`config.mk`:
```
export PLATFORM = sky130hd
export DESIGN_NAME = mmem_arbiter
export DESIGN_NICKNAME = d
export VERILOG_FILES = /design/src/rtl/mmem_arbiter.sv
export SDC_FILE = /design/constraint.sdc
export NUM_CORES = 1
export LEC_CHECK = 0
export ABC_AREA = 1
export BUFFER_PORTS_ARGS = -buffer_cell sky130_fd_sc_hd__buf_2
export CAP_MARGIN = 0
export CORE_UTILIZATION = 51
export DETAILED_ROUTE_END_ITERATION = 10
export PLACE_DENSITY = 0.9
export SLEW_MARGIN = 20
export SYNTH_ARGS = -nofsm -noshare
export SYNTH_HDL_FRONTEND = slang
export SYNTH_SLANG_ARGS = --single-unit
```
`constraint.sdc`:
```
create_clock -name clk -period 3.25 [get_ports clk]
set_input_delay 0.65 -clock clk [delete_from_list [all_inputs] [get_ports clk]]
set_output_delay 0.65 -clock clk [all_outputs]
set_load 0.02 [all_outputs]
```
`src/rtl/mmem_arbiter.sv`:
```
// mmem_arbiter: shares the main-memory port between fetch and data access.
// Define MMEM_ARB_RR_EN for round-robin grants; default is dm over if.
module mmem_arbiter #(
    parameter int ADDR_W = 17,
    parameter int DATA_W = 32,
    parameter int RD_LAT = 1
) (
    input  logic              clk,
    input  logic              rst,
    input  logic              if_req,
    input  logic [ADDR_W-1:0] if_addr,
    output logic [DATA_W-1:0] if_rdata,
    output logic              if_done,
    input  logic              dm_req,
    input  logic              dm_we,
    input  logic [ADDR_W-1:0] dm_addr,
    input  logic [DATA_W-1:0] dm_wdata,
    output logic [DATA_W-1:0] dm_rdata,
    output logic              dm_done,
    output logic [ADDR_W-1:0] mem_raddr,
    output logic [ADDR_W-1:0] mem_waddr,
    output logic [DATA_W-1:0] mem_wdata,
    output logic              mem_wren,
    input  logic [DATA_W-1:0] mem_rdata
);

    localparam int CNT_W = $clog2(RD_LAT + 1);

    typedef enum logic [1:0] {
        IDLE,
        ACCESS,
        WAIT,
        RESP
    } state_t;

    state_t            state_q, state_d;
    logic              win_dm_q, win_dm_d;
    logic              we_q, we_d;
    logic [CNT_W-1:0]  cnt_q, cnt_d;
    logic [DATA_W-1:0] if_rdata_q, if_rdata_d;
    logic [DATA_W-1:0] dm_rdata_q, dm_rdata_d;
    logic              if_done_q, if_done_d;
    logic              dm_done_q, dm_done_d;
    logic [ADDR_W-1:0] raddr_q, raddr_d;
    logic [ADDR_W-1:0] waddr_q, waddr_d;
    logic [DATA_W-1:0] wdata_q, wdata_d;
    logic              wren_q, wren_d;
    logic              grant_dm;

`ifdef MMEM_ARB_RR_EN
    // Pointer holds the last granted port (1 = dm); contention goes to the other.
    logic ptr_dm_q, ptr_dm_d;

    always_comb begin
        grant_dm = dm_req;
        if (if_req && dm_req) begin
            grant_dm = ~ptr_dm_q;
        end
    end
`else
    always_comb begin
        grant_dm = dm_req;
    end
`endif

    always_comb begin
        state_d    = state_q;
        win_dm_d   = win_dm_q;
        we_d       = we_q;
        cnt_d      = cnt_q;
        if_rdata_d = if_rdata_q;
        dm_rdata_d = dm_rdata_q;
        if_done_d  = 1'b0;
        dm_done_d  = 1'b0;
        raddr_d    = raddr_q;
        waddr_d    = waddr_q;
        wdata_d    = wdata_q;
        wren_d     = 1'b0;
`ifdef MMEM_ARB_RR_EN
        ptr_dm_d   = ptr_dm_q;
`endif
        unique case (state_q)
            IDLE: begin
                if (if_req || dm_req) begin
                    win_dm_d = grant_dm;
                    we_d     = grant_dm & dm_we;
`ifdef MMEM_ARB_RR_EN
                    ptr_dm_d = grant_dm;
`endif
                    // Memory address/data registers double as the request latch.
                    if (grant_dm && dm_we) begin
                        waddr_d = dm_addr;
                        wdata_d = dm_wdata;
                        wren_d  = 1'b1;
                    end else if (grant_dm) begin
                        raddr_d = dm_addr;
                    end else begin
                        raddr_d = if_addr;
                    end
                    state_d = ACCESS;
                end
            end
            ACCESS: begin
                if (we_q) begin
                    dm_done_d = 1'b1;
                    state_d   = RESP;
                end else begin
                    cnt_d   = CNT_W'(RD_LAT);
                    state_d = WAIT;
                end
            end
            WAIT: begin
                cnt_d = cnt_q - CNT_W'(1);
                if (cnt_q == CNT_W'(1)) begin
                    if (win_dm_q) begin
                        dm_rdata_d = mem_rdata;
                        dm_done_d  = 1'b1;
                    end else begin
                        if_rdata_d = mem_rdata;
                        if_done_d  = 1'b1;
                    end
                    state_d = RESP;
                end
            end
            RESP: begin
                state_d = IDLE;
            end
        endcase
    end

    always_ff @(posedge clk) begin
        if (rst) begin
            state_q    <= IDLE;
            win_dm_q   <= 1'b0;
            we_q       <= 1'b0;
            cnt_q      <= '0;
            if_rdata_q <= '0;
            dm_rdata_q <= '0;
            if_done_q  <= 1'b0;
            dm_done_q  <= 1'b0;
            raddr_q    <= '0;
            waddr_q    <= '0;
            wdata_q    <= '0;
            wren_q     <= 1'b0;
`ifdef MMEM_ARB_RR_EN
            ptr_dm_q   <= 1'b1;
`endif
        end else begin
            state_q    <= state_d;
            win_dm_q   <= win_dm_d;
            we_q       <= we_d;
            cnt_q      <= cnt_d;
            if_rdata_q <= if_rdata_d;
            dm_rdata_q <= dm_rdata_d;
            if_done_q  <= if_done_d;
            dm_done_q  <= dm_done_d;
            raddr_q    <= raddr_d;
            waddr_q    <= waddr_d;
            wdata_q    <= wdata_d;
            wren_q     <= wren_d;
`ifdef MMEM_ARB_RR_EN
            ptr_dm_q   <= ptr_dm_d;
`endif
        end
    end

    assign if_rdata  = if_rdata_q;
    assign dm_rdata  = dm_rdata_q;
    assign if_done   = if_done_q;
    assign dm_done   = dm_done_q;
    assign mem_raddr = raddr_q;
    assign mem_waddr = waddr_q;
    assign mem_wdata = wdata_q;
    assign mem_wren  = wren_q;

endmodule

```
==> summary.md, run 1 <==
| Metric | Value |
|---|---|
| Remaining DRCs | `0` |
| Period utilization | `0.650` |
| Synth Area in Compound Gates | `0.160` |
| Critical Path Slowest Stage Cell | `nand3_2` |
| Fin cells | `approximately 1100` |
| Port Buffers | `235` |
| CP startpoint kind | `flip-flop` |
| Pre-CTS setup slack | `about 1.1 ns` |
| Antenna Cells | `0` |
| Critical Setup Path Class | `reg -> reg` |
| Pwr dens | `~730 nW/um2` |
| CP Depth | `6` |
| Max-capacitance violation count | `0` |
| Fill cell count | `between 800 and 900` |
| CTS clk-pin slew, worst paths | `0.06 ns` |
| Endpoints failing setup | `0` |
| Chip Width | `about 100 um` |
| Clk_lat worst skew | `0.51 ns` |
| Via Count | `5319` |
| CTS tree | `built` |
| Yosys warning count | `0` |
| CTS Hold Bufs | `0` |
| Top-level I/O count | `~240` |
| Setup ws final | `about 1.1 ns` |
| Flop and latch count out of synthesis | `approximately 140` |
| Max FO, Critical Path | `39` |
| Gr usage total | `0.257` |
| Cells after DPL | `1045` |
| Detail Route Antenna Nets | `0` |
| Drt total wl | `roughly 14 mm` |
| Simple-gate share of the synthesized area | `0.209` |
| DIE AREA | `about 11000 um2` |
| Final Hold Violating Endpoints | `0` |
| Mux contribution to synthesized area | `0` |
| Most common cell after layout, fill and taps aside | `buf_2` |
| Final min period | `roughly 2.1 ns` |
| Setup TNS | `0 ns` |
| DR top layer | `met4` |
| Final Power | `~5.2 mW` |
| Fmax | `roughly 470 MHz` |
| DR WL/cell | `~13 um` |
| Seq/Total Area, Yosys | `0.512` |
| Clock sink total | `138` |
| Routed met1 length | `about 5.9 mm` |
| Hpwl dp | `between 9 and 10 mm` |
| Setup crit end kind | `flip-flop` |
| Cell family with most CP delay | `buffers and inverters` |
| Syn Area/Cell | `7.56 um2` |
| RSZ-0062 raised after global routing | `false` |
| Fraction of layout cells with a size suffix above 1 | `0.303` |
| Largest family of logic cells by synthesized area | `simple AND/OR/NAND/NOR gates` |
| Area grow syn2layout | `31.4%` |
| Initial antenna violation count | `0` |
| First-pass GRT wire length | `around 23 mm` |
| Die Y-Extent | `roughly 100 um` |
| H-tree Lvls | `4` |
| Worst EP arrival | `2.51 ns` |
| Cell count after synthesis | `~710` |
| Worst rel slew slack | `0.453` |
| Met2 WL | `approximately 6.6 mm` |
| Core footprint | `about 10000 um2` |
| Syn nets | `between 800 and 900` |
| Initial drt markers | `roughly 440` |
| Cell Rows | `37` |
| CTS buffer count | `17` |
| CTS root buf | `clkbuf_8` |
| Largest net degree at the start of global routing | `55` |
| Synthesized cell area | `~5400 um2` |
| Reg2reg path depth | `6` |
| Nets | `roughly 1000` |
| Max IR drop VDD | `roughly 0.36 mV` |
| Leak | `between 3 and 4 nW` |
| WHS Path Cells | `3` |
| Core Util, Final | `0.690` |
| Adder-cell share of the synthesized area | `0.0116` |
| Met3 WL | `~1.1 mm` |
| Clock Skew | `0.00551 ns` |
| Cells along the critical path | `inv_1 -> ha_1 -> nand3_2 -> buf_4 -> o21ai_0 -> a21oi_1` |
| DRT Pass-1 Iters | `5` |
| Post-Synth XOR/XNOR Area | `0` |
| Outcome | `completed` |
| Gpl congestion | `approximately 0.84` |
| Worst-margin pin slew | `0.820 ns` |
| CP Data Required Time | `around 3.7 ns` |
| CTS max path bufs | `2` |
| PostCTS Resize Cnt | `0` |
| Vias in the first global route | `slightly below 5000` |
| Hold Crit Class | `in -> reg` |
| Gr ovfl total | `0` |
| Crit path buffers/inverters | `2` |
| Setup Fix Bufs, Post-CTS | `0` |
| Library cells used by synthesis | `20` |
| DR vias/cell | `4.94` |
| Crit-path max cell delay | `roughly 0.56 ns` |
| Max Slew Vio Count | `0` |
| Most frequent cells in the layout | `buf_2, dfxtp_1, nand2_1` |
| Initial core utilization | `0.525` |
[synth_stat cells]
cell / number / share of area
dfxtp_1: 138 / 0.51
buf_2: 29 / 0.027
inv_2: 2 / 0.0014
clkbuf_2: 2 / 0.0019
nand2_1: 114 / 0.079
nor2_4: 3 / 0.0063
nor2_1: 102 / 0.071
ha_1: 5 / 0.012
buf_6: 8 / 0.017
o21ai_0: 68 / 0.063
clkbuf_1: 7 / 0.0049
inv_1: 73 / 0.051
buf_1: 2 / 0.0014
a21oi_1: 87 / 0.081
nand3_1: 51 / 0.047
nor3_1: 1 / 0.00093
nand3_2: 1 / 0.0019
buf_4: 3 / 0.0042
nand2_4: 1 / 0.0021
o21ai_1: 17 / 0.016
[final cells by class]
cell class	count	area (um2)	area share
Clock buffer	18	418	0.0589
Sequential cell	138	2760	0.390
Clock inverter	14	148	0.0208
Tap cell	136	170	0.0240
Timing Repair Buffer	246	1260	0.178
Inverter	75	282	0.0397
Multi-Input combinational cell	450	2050	0.289
[per-stage QoR]
stage	hold WS [ns]	cell area (um2)
floorplan	0.454	5400
global placement	0.427	6530
detailed placement	0.432	6530
CTS	0.353	7090
global route	0.366	7090
finish	0.372	7090
[worst min-delay path, cell delays in order]
cell,delay [ns]
buf_2,0.08
nor2_1,0.04
nor2_1,0.08
[report_power, final]
group,internal [mW],switching (mW),leakage [nW]
Sequential,1.92,0.124,1.12
Clock,1.10,0.745,0.276
Combinational,0.415,0.888,2.13
[path summary, 6_finish.rpt]
kind | end | start | slack, ns
max | dm_rdata[14] | state_q[0] | 1.14
min | if_rdata[1] | mem_rdata[1] | 0.37
max reg2reg | dm_rdata[14] | state_q[0] | 1.14
min reg2reg | dm_rdata[28] | dm_rdata[28] | 0.44
[sequential cells by signal, summed over array words and instances (netlist names)]
name / cells
win_dm_q: 1
state_q: 2
we_q: 1
mem_wdata: 32
dm_done: 1
if_rdata: 32
mem_waddr: 17
cnt_q: 1
mem_wren: 1
if_done: 1
dm_rdata: 32
mem_raddr: 17
[logic make-up (layout without fill, tap and decap cells)]
group | Yosys count | after routing
fa+ha+maj | 5 | 5
buf+inv | 126 | 353
flops | 138 | 138
simple gates | 273 | 273
compound gates | 172 | 172
[routing by layer]
metal / global-route usage / vias to the layer above
met2: 0.437 / 242
met3: 0.0699 / 27
met1: 0.308 / 2349
met4: 0.104 / 0
met5: 0 / -
li1: - / 2701
No activity file was read; power rests on OpenSTA's default activity.
==> inputs of run 2 (changes only) <==
--- a/config.mk
+++ b/config.mk
@@ -8,9 +8,9 @@
 export ABC_AREA = 1
 export BUFFER_PORTS_ARGS = -buffer_cell sky130_fd_sc_hd__buf_2
 export CAP_MARGIN = 0
-export CORE_UTILIZATION = 51
+export CORE_UTILIZATION = 43
 export DETAILED_ROUTE_END_ITERATION = 10
-export PLACE_DENSITY = 0.9
+export PLACE_DENSITY = 0.82
 export SLEW_MARGIN = 20
 export SYNTH_ARGS = -nofsm -noshare
 export SYNTH_HDL_FRONTEND = slang
==> constraint.sdc (replaced) <==
create_clock -name clk -period 1.8 [get_ports clk]
set_input_delay 0.36 -clock clk [delete_from_list [all_inputs] [get_ports clk]]
set_output_delay 0.36 -clock clk [all_outputs]
set_load 0.02 [all_outputs]
==> run 2 against run 1 <==
  * Count of clock-buffer cells in the layout up 2
  * Worst hold slack worse by 0.18 ns
  * Worst setup slack worse by 0.88 ns
  * First-iteration DRC count is 0.23% higher
  * Cell area rose by 2.0%
  * Utilization shrank 9.3 points
  * Register-to-register slack lost 0.88 ns
  * Final cell count grew 3.1%
  * Total power up 84%
  * Via count barely moved
  * Critical endpoint is now if_rdata[14]
  * Largest cell class unchanged
  * Highest routed layer unchanged
==> summary.md, run 2 (synthesized netlist as in run 1, its figures left out) <==
| Metric | Value |
|---|---|
| CTS clk-pin slew, worst paths | `0.06 ns` |
| Final Power | `between 9 and 10 mW` |
| Core footprint | `~12000 um2` |
| Clock sink total | `138` |
| H-tree Lvls | `4` |
| Fmax | `648 MHz` |
| Gpl congestion | `0.762` |
| Worst rel slew slack | `0.610` |
| Drt total wl | `14.5 mm` |
| Most frequent cells in the layout | `buf_2, dfxtp_1, nand2_1` |
| CTS tree | `built` |
| Setup ws final | `0.257 ns` |
| First-pass GRT wire length | `between 20 and 25 mm` |
| DR WL/cell | `13.1 um` |
| Port Buffers | `roughly 240` |
| Worst EP arrival | `~1.9 ns` |
| PostCTS Resize Cnt | `0` |
| Fraction of layout cells with a size suffix above 1 | `0.305` |
| Cell Rows | `40` |
| CTS Hold Bufs | `0` |
| Clock Skew | `between 0.004 and 0.005 ns` |
| Max Slew Vio Count | `0` |
| CTS buffer count | `17` |
| Die Y-Extent | `~110 um` |
| Top-level I/O count | `roughly 240` |
| Chip Width | `114 um` |
| Most common cell after layout, fill and taps aside | `buf_2` |
| Multi-input gate area | `between 2000 and 2500 um2` |
| Clk_lat worst skew | `about 0.40 ns` |
| CP startpoint kind | `flip-flop` |
| Remaining DRCs | `0` |
| Vias in the first global route | `roughly 5000` |
| Via Count | `approximately 5300` |
| Gr ovfl total | `0` |
| Outcome | `completed` |
| FF/Latch Area | `around 2800 um2` |
| DRT Pass-1 Iters | `4` |
| Worst-margin pin slew | `between 0.5 and 0.6 ns` |
| Final min period | `around 1.5 ns` |
| Area grow syn2layout | `34.1%` |
| Initial antenna violation count | `1` |
| Gr usage total | `0.227` |
| Critical Setup Path Class | `reg -> reg` |
| Setup Fix Bufs, Post-CTS | `0` |
| Max-capacitance violation count | `0` |
| Fill cell count | `~1100` |
| Initial core utilization | `0.445` |
| R2R Setup Slk | `approximately 0.26 ns` |
| Hold Crit Class | `in -> reg` |
| CTS max path bufs | `2` |
| Max FO, Critical Path | `32` |
| CP Data Required Time | `between 2 and 2.5 ns` |
| Max IR drop VDD | `approximately 0.89 mV` |
| CTS root buf | `clkbuf_16` |
| Setup crit end kind | `flip-flop` |
| DIE AREA | `~13000 um2` |
| Nets | `1038` |
| Core Util, Final | `0.597` |
| DR vias/cell | `around 4.8` |
| Pre-CTS setup slack | `approximately 0.3 ns` |
| Leak | `around 3.6 nW` |
| Period utilization | `0.857` |
| Initial drt markers | `440` |
| RSZ-0062 raised after global routing | `false` |
| Endpoints failing setup | `0` |
| Hpwl dp | `9.81 mm` |
| Setup TNS | `0 ns` |
| Final Hold Violating Endpoints | `0` |
| Pwr dens | `1320 nW/um2` |
| Largest net degree at the start of global routing | `66` |
| Detail Route Antenna Nets | `0` |
[run 2: cell types whose count changed in the layout (fill, tap and decap cells not counted), sizes merged]
cell and change:
buf +2, clkbuf +2, clkinv -4, clkinvlp +3, diode +1, inv -3
[run 2: worst max-delay path, stage by stage (launching register included)]
cell	delay, ns
dfxtp_1	0.33
inv_1	0.15
ha_1	0.21
nand2_1	0.10
nor2_4	0.11
buf_4	0.32
o21ai_0	0.15
nor2_1	0.10
[run 2: path summary, 6_finish.rpt]
kind	startpoint	end	depth (start not counted)
max	state_q[0]	if_rdata[14]	7
min	mem_rdata[30]	if_rdata[30]	3
max reg2reg	state_q[0]	if_rdata[14]	7
min reg2reg	dm_rdata[0]	dm_rdata[0]	2
[run 2: power by group]
part	internal, mW	total [mW]	switching, mW
sequential	3.47	3.70	0.224
combinational	0.828	2.46	1.63
clock	2.13	3.40	1.27
total	6.43	9.55	3.12
[run 2: layout make-up]
class                           instances  area share
Sequential cell                       138       0.382
Multi-Input combinational cell        450       0.284
Timing Repair Buffer                  248       0.185
Clock buffer                           20      0.0645
Inverter                               75      0.0389
Tap cell                              168      0.0291
Clock inverter                         10      0.0166
Antenna cell                            1    0.000346
[run 2: layer usage]
layer  share of wire  track usage  routed length (um)  vias to the layer above
li1                -            -                   -                     2696
met1            0.43        0.262                6170                     2382
met2            0.48        0.391                6910                      226
met3           0.086       0.0818                1240                       16
met4           0.013       0.0701                 183                        0
met5               0            0                   0                        -
[run 2: per-stage QoR]
stage	hold WS [ns]	std cells	instance area, um2
floorplan	0.454	714	5400
global placement	0.427	1079	6650
detailed placement	0.433	1079	6650
CTS	0.168	1109	7230
global route	0.183	1110	7230
finish	0.189	1110	7230
